[config.mk]
export PLATFORM = sky130hd
export DESIGN_NAME = control_sequencer
export DESIGN_NICKNAME = d
export VERILOG_FILES = /design/src/rtl/cpu_pkg.sv /design/src/rtl/step_counter.sv /design/src/rtl/control_sequencer.sv
export SDC_FILE = /design/constraint.sdc
export NUM_CORES = 1
export LEC_CHECK = 0
export ABC_AREA = 1
export BUFFER_PORTS_ARGS = -buffer_cell sky130_fd_sc_hd__buf_2
export CORE_MARGIN = 1
export CORE_UTILIZATION = 35
export CTS_CLUSTER_SIZE = 30
export DETAILED_ROUTE_END_ITERATION = 8
export PLACE_DENSITY = 0.64
export SYNTH_ARGS = -nofsm -noshare
export SYNTH_HDL_FRONTEND = slang
export SYNTH_SLANG_ARGS = --single-unit
[constraint.sdc]
create_clock -name clk -period 1.3 [get_ports clk]
set_input_delay 0.26 -clock clk [delete_from_list [all_inputs] [get_ports clk]]
set_output_delay 0.26 -clock clk [all_outputs]
set_load 0.02 [all_outputs]
[src/rtl/cpu_pkg.sv]
// cpu_pkg: shared encodings for the 4-bit bus CPU.
//   - opcode constants (OP_NOP .. OP_HLT), upper nibble of the instruction register
//   - T-state constants T0..T4 for the five-step instruction cycle
//   - control-word bit indices, so that the sequencer, datapath blocks and any
//     bench all agree on which strobe lives where in a packed control word
package cpu_pkg;

    localparam int OPCODE_W = 4;
    localparam int STEP_W   = 3;

    // Opcodes
    localparam logic [OPCODE_W-1:0] OP_NOP = 4'b0000;
    localparam logic [OPCODE_W-1:0] OP_LDA = 4'b0001;
    localparam logic [OPCODE_W-1:0] OP_ADD = 4'b0010;
    localparam logic [OPCODE_W-1:0] OP_SUB = 4'b0011;
    localparam logic [OPCODE_W-1:0] OP_STA = 4'b0100;
    localparam logic [OPCODE_W-1:0] OP_LDI = 4'b0101;
    localparam logic [OPCODE_W-1:0] OP_JMP = 4'b0110;
    localparam logic [OPCODE_W-1:0] OP_JC  = 4'b0111;
    localparam logic [OPCODE_W-1:0] OP_JZ  = 4'b1000;
    localparam logic [OPCODE_W-1:0] OP_OUT = 4'b1110;
    localparam logic [OPCODE_W-1:0] OP_HLT = 4'b1111;

    // T-states
    localparam logic [STEP_W-1:0] T0 = 3'd0;
    localparam logic [STEP_W-1:0] T1 = 3'd1;
    localparam logic [STEP_W-1:0] T2 = 3'd2;
    localparam logic [STEP_W-1:0] T3 = 3'd3;
    localparam logic [STEP_W-1:0] T4 = 3'd4;

    // Control-word bit indices
    localparam int CW_PC_INC    = 0;
    localparam int CW_PC_JUMP   = 1;
    localparam int CW_PC_OE     = 2;
    localparam int CW_MAR_LOAD  = 3;
    localparam int CW_RAM_OE    = 4;
    localparam int CW_RAM_WE    = 5;
    localparam int CW_IR_LOAD   = 6;
    localparam int CW_IR_OE     = 7;
    localparam int CW_A_LOAD    = 8;
    localparam int CW_A_OE      = 9;
    localparam int CW_B_LOAD    = 10;
    localparam int CW_ALU_OE    = 11;
    localparam int CW_ALU_SUB   = 12;
    localparam int CW_FLAG_LOAD = 13;
    localparam int CW_OUT_LOAD  = 14;
    localparam int CW_W         = 15;

    typedef logic [CW_W-1:0] ctrl_word_t;

endpackage

[src/rtl/step_counter.sv]
// step_counter: mod-5 T-state counter (T0..T4, wraps T4 -> T0).
// Ports:
//   clk_i    rising-edge clock
//   clr_i    synchronous active-high clear, wins over hold
//   hold_i   freeze the count for this edge
//   count_o  current T-state
module step_counter
    import cpu_pkg::*;
(
    input  logic              clk_i,
    input  logic              clr_i,
    input  logic              hold_i,
    output logic [STEP_W-1:0] count_o
);

    logic [STEP_W-1:0] count_q;
    logic [STEP_W-1:0] count_d;

    always_comb begin
        count_d = count_q;
        if (clr_i) begin
            count_d = T0;
        end else if (!hold_i) begin
            count_d = (count_q == T4) ? T0 : count_q + STEP_W'(1);
        end
    end

    always_ff @(posedge clk_i) begin
        count_q <= count_d;
    end

    assign count_o = count_q;

endmodule

[src/rtl/control_sequencer.sv]
// control_sequencer: hardwired microcode sequencer for the 4-bit bus CPU.
// Every instruction takes five T-states: T0/T1 fetch, T2..T4 execute.
// Control strobes are combinational from (step, opcode, flags, halted, clr)
// and are consumed by their targets at the next rising edge.
// Ports:
//   clk, clr                    clock and synchronous active-high reset
//   opcode                      instruction opcode (IR upper nibble)
//   carry_flag, zero_flag       registered ALU flags, used by JC/JZ in T2
//   step                        current T-state (visibility)
//   halt                        high once HLT has executed, until clr
//   pc_inc..out_load            bus load / output-enable / count strobes
module control_sequencer
    import cpu_pkg::*;
(
    input  logic                clk,
    input  logic                clr,
    input  logic [OPCODE_W-1:0] opcode,
    input  logic                carry_flag,
    input  logic                zero_flag,
    output logic [STEP_W-1:0]   step,
    output logic                halt,
    output logic                pc_inc,
    output logic                pc_jump,
    output logic                pc_oe,
    output logic                mar_load,
    output logic                ram_oe,
    output logic                ram_we,
    output logic                ir_load,
    output logic                ir_oe,
    output logic                a_load,
    output logic                a_oe,
    output logic                b_load,
    output logic                alu_oe,
    output logic                alu_sub,
    output logic                flag_load,
    output logic                out_load
);

    logic [STEP_W-1:0] step_q;
    logic              halted_q;
    logic              halted_d;
    logic              hlt_enter;
    ctrl_word_t        cw;

    // HLT is recognised on the edge leaving T2; the counter must not advance
    // on that same edge so step stays parked at T2 while halted.
    assign hlt_enter = !halted_q && (step_q == T2) && (opcode == OP_HLT);

    step_counter u_step_counter (
        .clk_i   (clk),
        .clr_i   (clr),
        .hold_i  (halted_q | hlt_enter),
        .count_o (step_q)
    );

    always_comb begin
        halted_d = halted_q | hlt_enter;
        if (clr) begin
            halted_d = 1'b0;
        end
    end

    always_ff @(posedge clk) begin
        halted_q <= halted_d;
    end

    // Decode. Fetch ignores the opcode; undefined opcodes and HLT fall
    // through to the all-zero default in execute.
    always_comb begin
        cw = '0;
        if (!clr && !halted_q) begin
            casez ({step_q, opcode})
                {T0, 4'b????}: begin
                    cw[CW_PC_OE]    = 1'b1;
                    cw[CW_MAR_LOAD] = 1'b1;
                end
                {T1, 4'b????}: begin
                    cw[CW_RAM_OE]  = 1'b1;
                    cw[CW_IR_LOAD] = 1'b1;
                    cw[CW_PC_INC]  = 1'b1;
                end
                {T2, OP_LDA}, {T2, OP_ADD}, {T2, OP_SUB}, {T2, OP_STA}: begin
                    cw[CW_IR_OE]    = 1'b1;
                    cw[CW_MAR_LOAD] = 1'b1;
                end
                {T2, OP_LDI}: begin
                    cw[CW_IR_OE]  = 1'b1;
                    cw[CW_A_LOAD] = 1'b1;
                end
                {T2, OP_JMP}: begin
                    cw[CW_IR_OE]   = 1'b1;
                    cw[CW_PC_JUMP] = 1'b1;
                end
                // Conditional jumps look at the live flags, so a flag change
                // during T2 is reflected in pc_jump within the same cycle.
                {T2, OP_JC}: begin
                    cw[CW_IR_OE]   = carry_flag;
                    cw[CW_PC_JUMP] = carry_flag;
                end
                {T2, OP_JZ}: begin
                    cw[CW_IR_OE]   = zero_flag;
                    cw[CW_PC_JUMP] = zero_flag;
                end
                {T2, OP_OUT}: begin
                    cw[CW_A_OE]     = 1'b1;
                    cw[CW_OUT_LOAD] = 1'b1;
                end
                {T3, OP_LDA}: begin
                    cw[CW_RAM_OE] = 1'b1;
                    cw[CW_A_LOAD] = 1'b1;
                end
                {T3, OP_ADD}, {T3, OP_SUB}: begin
                    cw[CW_RAM_OE] = 1'b1;
                    cw[CW_B_LOAD] = 1'b1;
                end
                {T3, OP_STA}: begin
                    cw[CW_A_OE]   = 1'b1;
                    cw[CW_RAM_WE] = 1'b1;
                end
                {T4, OP_ADD}: begin
                    cw[CW_ALU_OE]    = 1'b1;
                    cw[CW_A_LOAD]    = 1'b1;
                    cw[CW_FLAG_LOAD] = 1'b1;
                end
                {T4, OP_SUB}: begin
                    cw[CW_ALU_OE]    = 1'b1;
                    cw[CW_A_LOAD]    = 1'b1;
                    cw[CW_FLAG_LOAD] = 1'b1;
                    cw[CW_ALU_SUB]   = 1'b1;
                end
                default: begin
                    cw = '0;
                end
            endcase
        end
    end

    assign step      = step_q;
    assign halt      = halted_q;
    assign pc_inc    = cw[CW_PC_INC];
    assign pc_jump   = cw[CW_PC_JUMP];
    assign pc_oe     = cw[CW_PC_OE];
    assign mar_load  = cw[CW_MAR_LOAD];
    assign ram_oe    = cw[CW_RAM_OE];
    assign ram_we    = cw[CW_RAM_WE];
    assign ir_load   = cw[CW_IR_LOAD];
    assign ir_oe     = cw[CW_IR_OE];
    assign a_load    = cw[CW_A_LOAD];
    assign a_oe      = cw[CW_A_OE];
    assign b_load    = cw[CW_B_LOAD];
    assign alu_oe    = cw[CW_ALU_OE];
    assign alu_sub   = cw[CW_ALU_SUB];
    assign flag_load = cw[CW_FLAG_LOAD];
    assign out_load  = cw[CW_OUT_LOAD];

endmodule

==> qor.csv <==
stage;metric;value;unit
logic_synthesis;largest area contributor in the netlist;dfxtp_1;
timing;final setup violation count;19;
worst_setup_path;CP delay by family, top;flip-flops;
logic_synthesis;Synth top area share;0.142;
worst_setup_path;most used cell, CP;inv_4;
floorplan;die width;42.2;µm
cells_and_area;filler instances;119;
drt;wire per inst;11.9;µm
drt;remaining antenna violation count after routing;0;
worst_setup_path;CP Launch Type;register;
floorplan;CORE AREA;1510;µm²
cells_and_area;ant diodes;0;
clock_network;# hold bufs at CTS;0;
clock_network;CTS sink cnt;4;
clock_network;TritonCTS clock tree;yes;
floorplan;Starting Density;0.375;
logic_synthesis;Cells after Synth;87;
timing;hold violation count in the final report;0;
cells_and_area;area delta synth->final;105;%
worst_setup_path;crit path DAT;1.44;ns
floorplan;# IOs;27;
worst_setup_path;reg-to-reg endpoint;u_step_counter.count_o[0];
worst_setup_path;crit-path max FO;4;
power_and_ir_drop;Max IR drop VDD;738;µV
timing;RSZ-0062 raised after global routing;true;
placed_design;GP Congestion;0.801;
timing;worst-margin pin slew;0.250;ns
drt;initial drt markers;10;
floorplan;Die Height;42.2;µm
worst_setup_path;Worst path depth;7;
timing;Final WS setup;-0.397;ns
drt;DRC Markers;0;
logic_synthesis;Mapped Area;566;µm²
worst_setup_path;Setup Crit Path Kind;register to output port;
timing;min Tclk post-route;1.70;ns
placed_design;DP Wirelength;1310;µm
worst_setup_path;CP Capture Type;output port;
global_routing;total gr overflow;0;
timing;maximum clock frequency;0.589;GHz
global_routing;number of global-route vias before repair;812;
global_routing;first-pass GRT wire length;3350;µm
run_status;failing checks;negative setup slack;
logic_synthesis;mean cell area of the mapped netlist;6.50;µm²
worst_setup_path;CP max stage delay;0.35;ns
global_routing;gr usage total;0.240;
timing;clock skew;0.00160;ns
cells_and_area;Post-layout nets;154;
logic_synthesis;Yosys cell types;19;
timing;period utilization;1.31;
cells_and_area;layout cell share with drive strength beyond 1;0.714;
cells_and_area;most frequent cells in the layout;29 x buf_4, 13 x nand2_1, 12 x buf_6, 11 x buf_2;
cells_and_area;final core utilization;0.768;
hold_path;Hold Crit Class;input port to register;
clock_network;H-tree depth;1;
placed_design;Port Buffer Count;26;
worst_setup_path;CP max-delay cell;dfxtp_4;
global_routing;pin count of the biggest net entering global routing;9;
worst_setup_path;Worst Reg-to-Reg Cells;11;
clock_network;clock-pin slew on the worst setup and hold paths;0.04;ns
logic_synthesis;Seq/Total Area, Yosys;0.142;
floorplan;cell row count;14;
drt;First-pass DRT Iterations;6;
run;max_cap viols;0;
hold_path;hold endpoint;halt;
drt;total number of vias;775;
floorplan;DIE AREA;1780;µm²
logic_synthesis;Mapped Nets;100;
placed_design;pre-CTS setup slack;-0.177;ns
cells_and_area;most common cell after layout, fill and taps aside;buf_4;
worst_setup_path;Critical R2R Launch;u_step_counter.count_o[0];
clock_network;later-pin clock latency in the skew report;0.23;ns
drt;Via density;4.97;
clock_network;clk root buf;clkbuf_4;
worst_setup_path;CP bufs+invs;3;
logic_synthesis;Syn. warnings;0;
run_status;outcome;complete, but fails checks;
logic_synthesis;Synth area leaders;dfxtp_1 14%, nand3_1 12%, ha_1 11%, inv_1 11%, nand2_1 10%;
clock_network;Num CTS Buffers;3;
hold_path;min-delay src;clr;
drt;final WL;1860;µm
global_routing;initial antenna violation count;0;
timing;final number of max-transition violations;0;
worst_setup_path;FF-to-FF setup slack;-0.21;ns
timing;Relative slew margins;0.833;
logic_synthesis;Synth Register Bits;4;
hold_path;hold depth;3;
worst_setup_path;critical path required time;1.04;ns
worst_setup_path;CP cell instances;inv_4 -> ha_4 -> inv_4 -> nor2_4 -> nand4_4 -> a21oi_4 -> buf_6;
power_and_ir_drop;Leakage Power;0.000602;µW
clock_network;CTS max path bufs;2;
power_and_ir_drop;power per cell area;717;nW/µm²
-- synth_stat cells --
cell type and number:
a21oi_2 2, buf_4 3, dfxtp_1 4, ha_1 5, inv_1 16, inv_2 3, nand2_1 15, nand2_2 1
nand2_4 1, nand3_1 13, nand3_2 1, nand4_1 7, nand4_2 1, nor2_1 5, nor2_2 3, nor2_4 3
nor2_8 1, o21ai_0 2, o21ai_1 1
-- final cells by class --
type | instances | area [µm²] | share of cell area
repair buffers | 52 | 408 | 0.352
flip-flops and latches | 4 | 92.6 | 0.0800
clock buffers | 4 | 26.3 | 0.0227
well taps | 16 | 20.0 | 0.0173
multi-input cells | 61 | 527 | 0.455
inverters | 19 | 83.8 | 0.0724
-- layer usage --
| layer | up-vias | track usage | share of wire |
|---|---|---|---|
| met2 | 23 | 0.489 | 0.58 |
| met5 | - | 0 | 0 |
| met4 | 0 | 0.0875 | 0.0080 |
| met1 | 362 | 0.236 | 0.38 |
| li1 | 386 | - | - |
| met3 | 4 | 0.0345 | 0.027 |
-- how the worst max path moves through the flow --
stage / endpoint / startpoint / slack, ns
global route: a_load / u_step_counter.count_o[0] / -0.49
global placement: a_oe / u_step_counter.count_o[0] / -0.15
detailed placement: a_oe / u_step_counter.count_o[0] / -0.18
floorplan: a_oe / u_step_counter.count_o[0] / -0.09
finish: a_oe / u_step_counter.count_o[0] / -0.40
CTS: alu_sub / u_step_counter.count_o[1] / -0.34
-- state kept, by name (all words and copies together), names as in the netlist --
name,cells
halt,1
u_step_counter.count_o,3
-- cell families after synthesis --
logic type	Yosys count	synth area share
adder cells (fa/ha/maj)	5	0.111
AND/OR/NAND/NOR	51	0.524
AO/OA/AOI/OAI	5	0.0575
flip-flops	4	0.142
buffers and inverters	22	0.166
-- worst min-delay path: cells and delay by family --
kind                   cells  cell delay [ns]
AO/OA/AOI/OAI              1             0.03
buffers and inverters      2             0.27
-- report_power, final --
| part | internal [µW] | switching, µW |
|---|---|---|
| sequential | 141 | 28.5 |
| combinational | 238 | 251 |
| clock | 116 | 55.9 |
| total | 495 | 335 |
-- repair_timing --
action | 4_1_cts | 5_1_grt
gates cloned | 0 | 0
pin swaps | 11 | 6
setup buffers | 4 | 2
gates resized for setup | 38 | 8
setup endpoints to repair | 15 | 19
-- per-stage QoR --
stage / area [µm²] / hold WS [ns] / setup TNS [ns] / std cells / total power (µW)
detailed placement: 942 / 0.516 / -1.21 / 146 / 549
floorplan: 668 / 0.322 / -0.295 / 87 / 388
CTS: 1120 / 0.350 / -4.17 / 154 / 792
global route: 1160 / 0.367 / -6.60 / 156 / 885
global placement: 942 / 0.503 / -1.00 / 146 / 537
finish: 1160 / 0.356 / -5.24 / 156 / 830
Power figures use the tool's default switching activity.
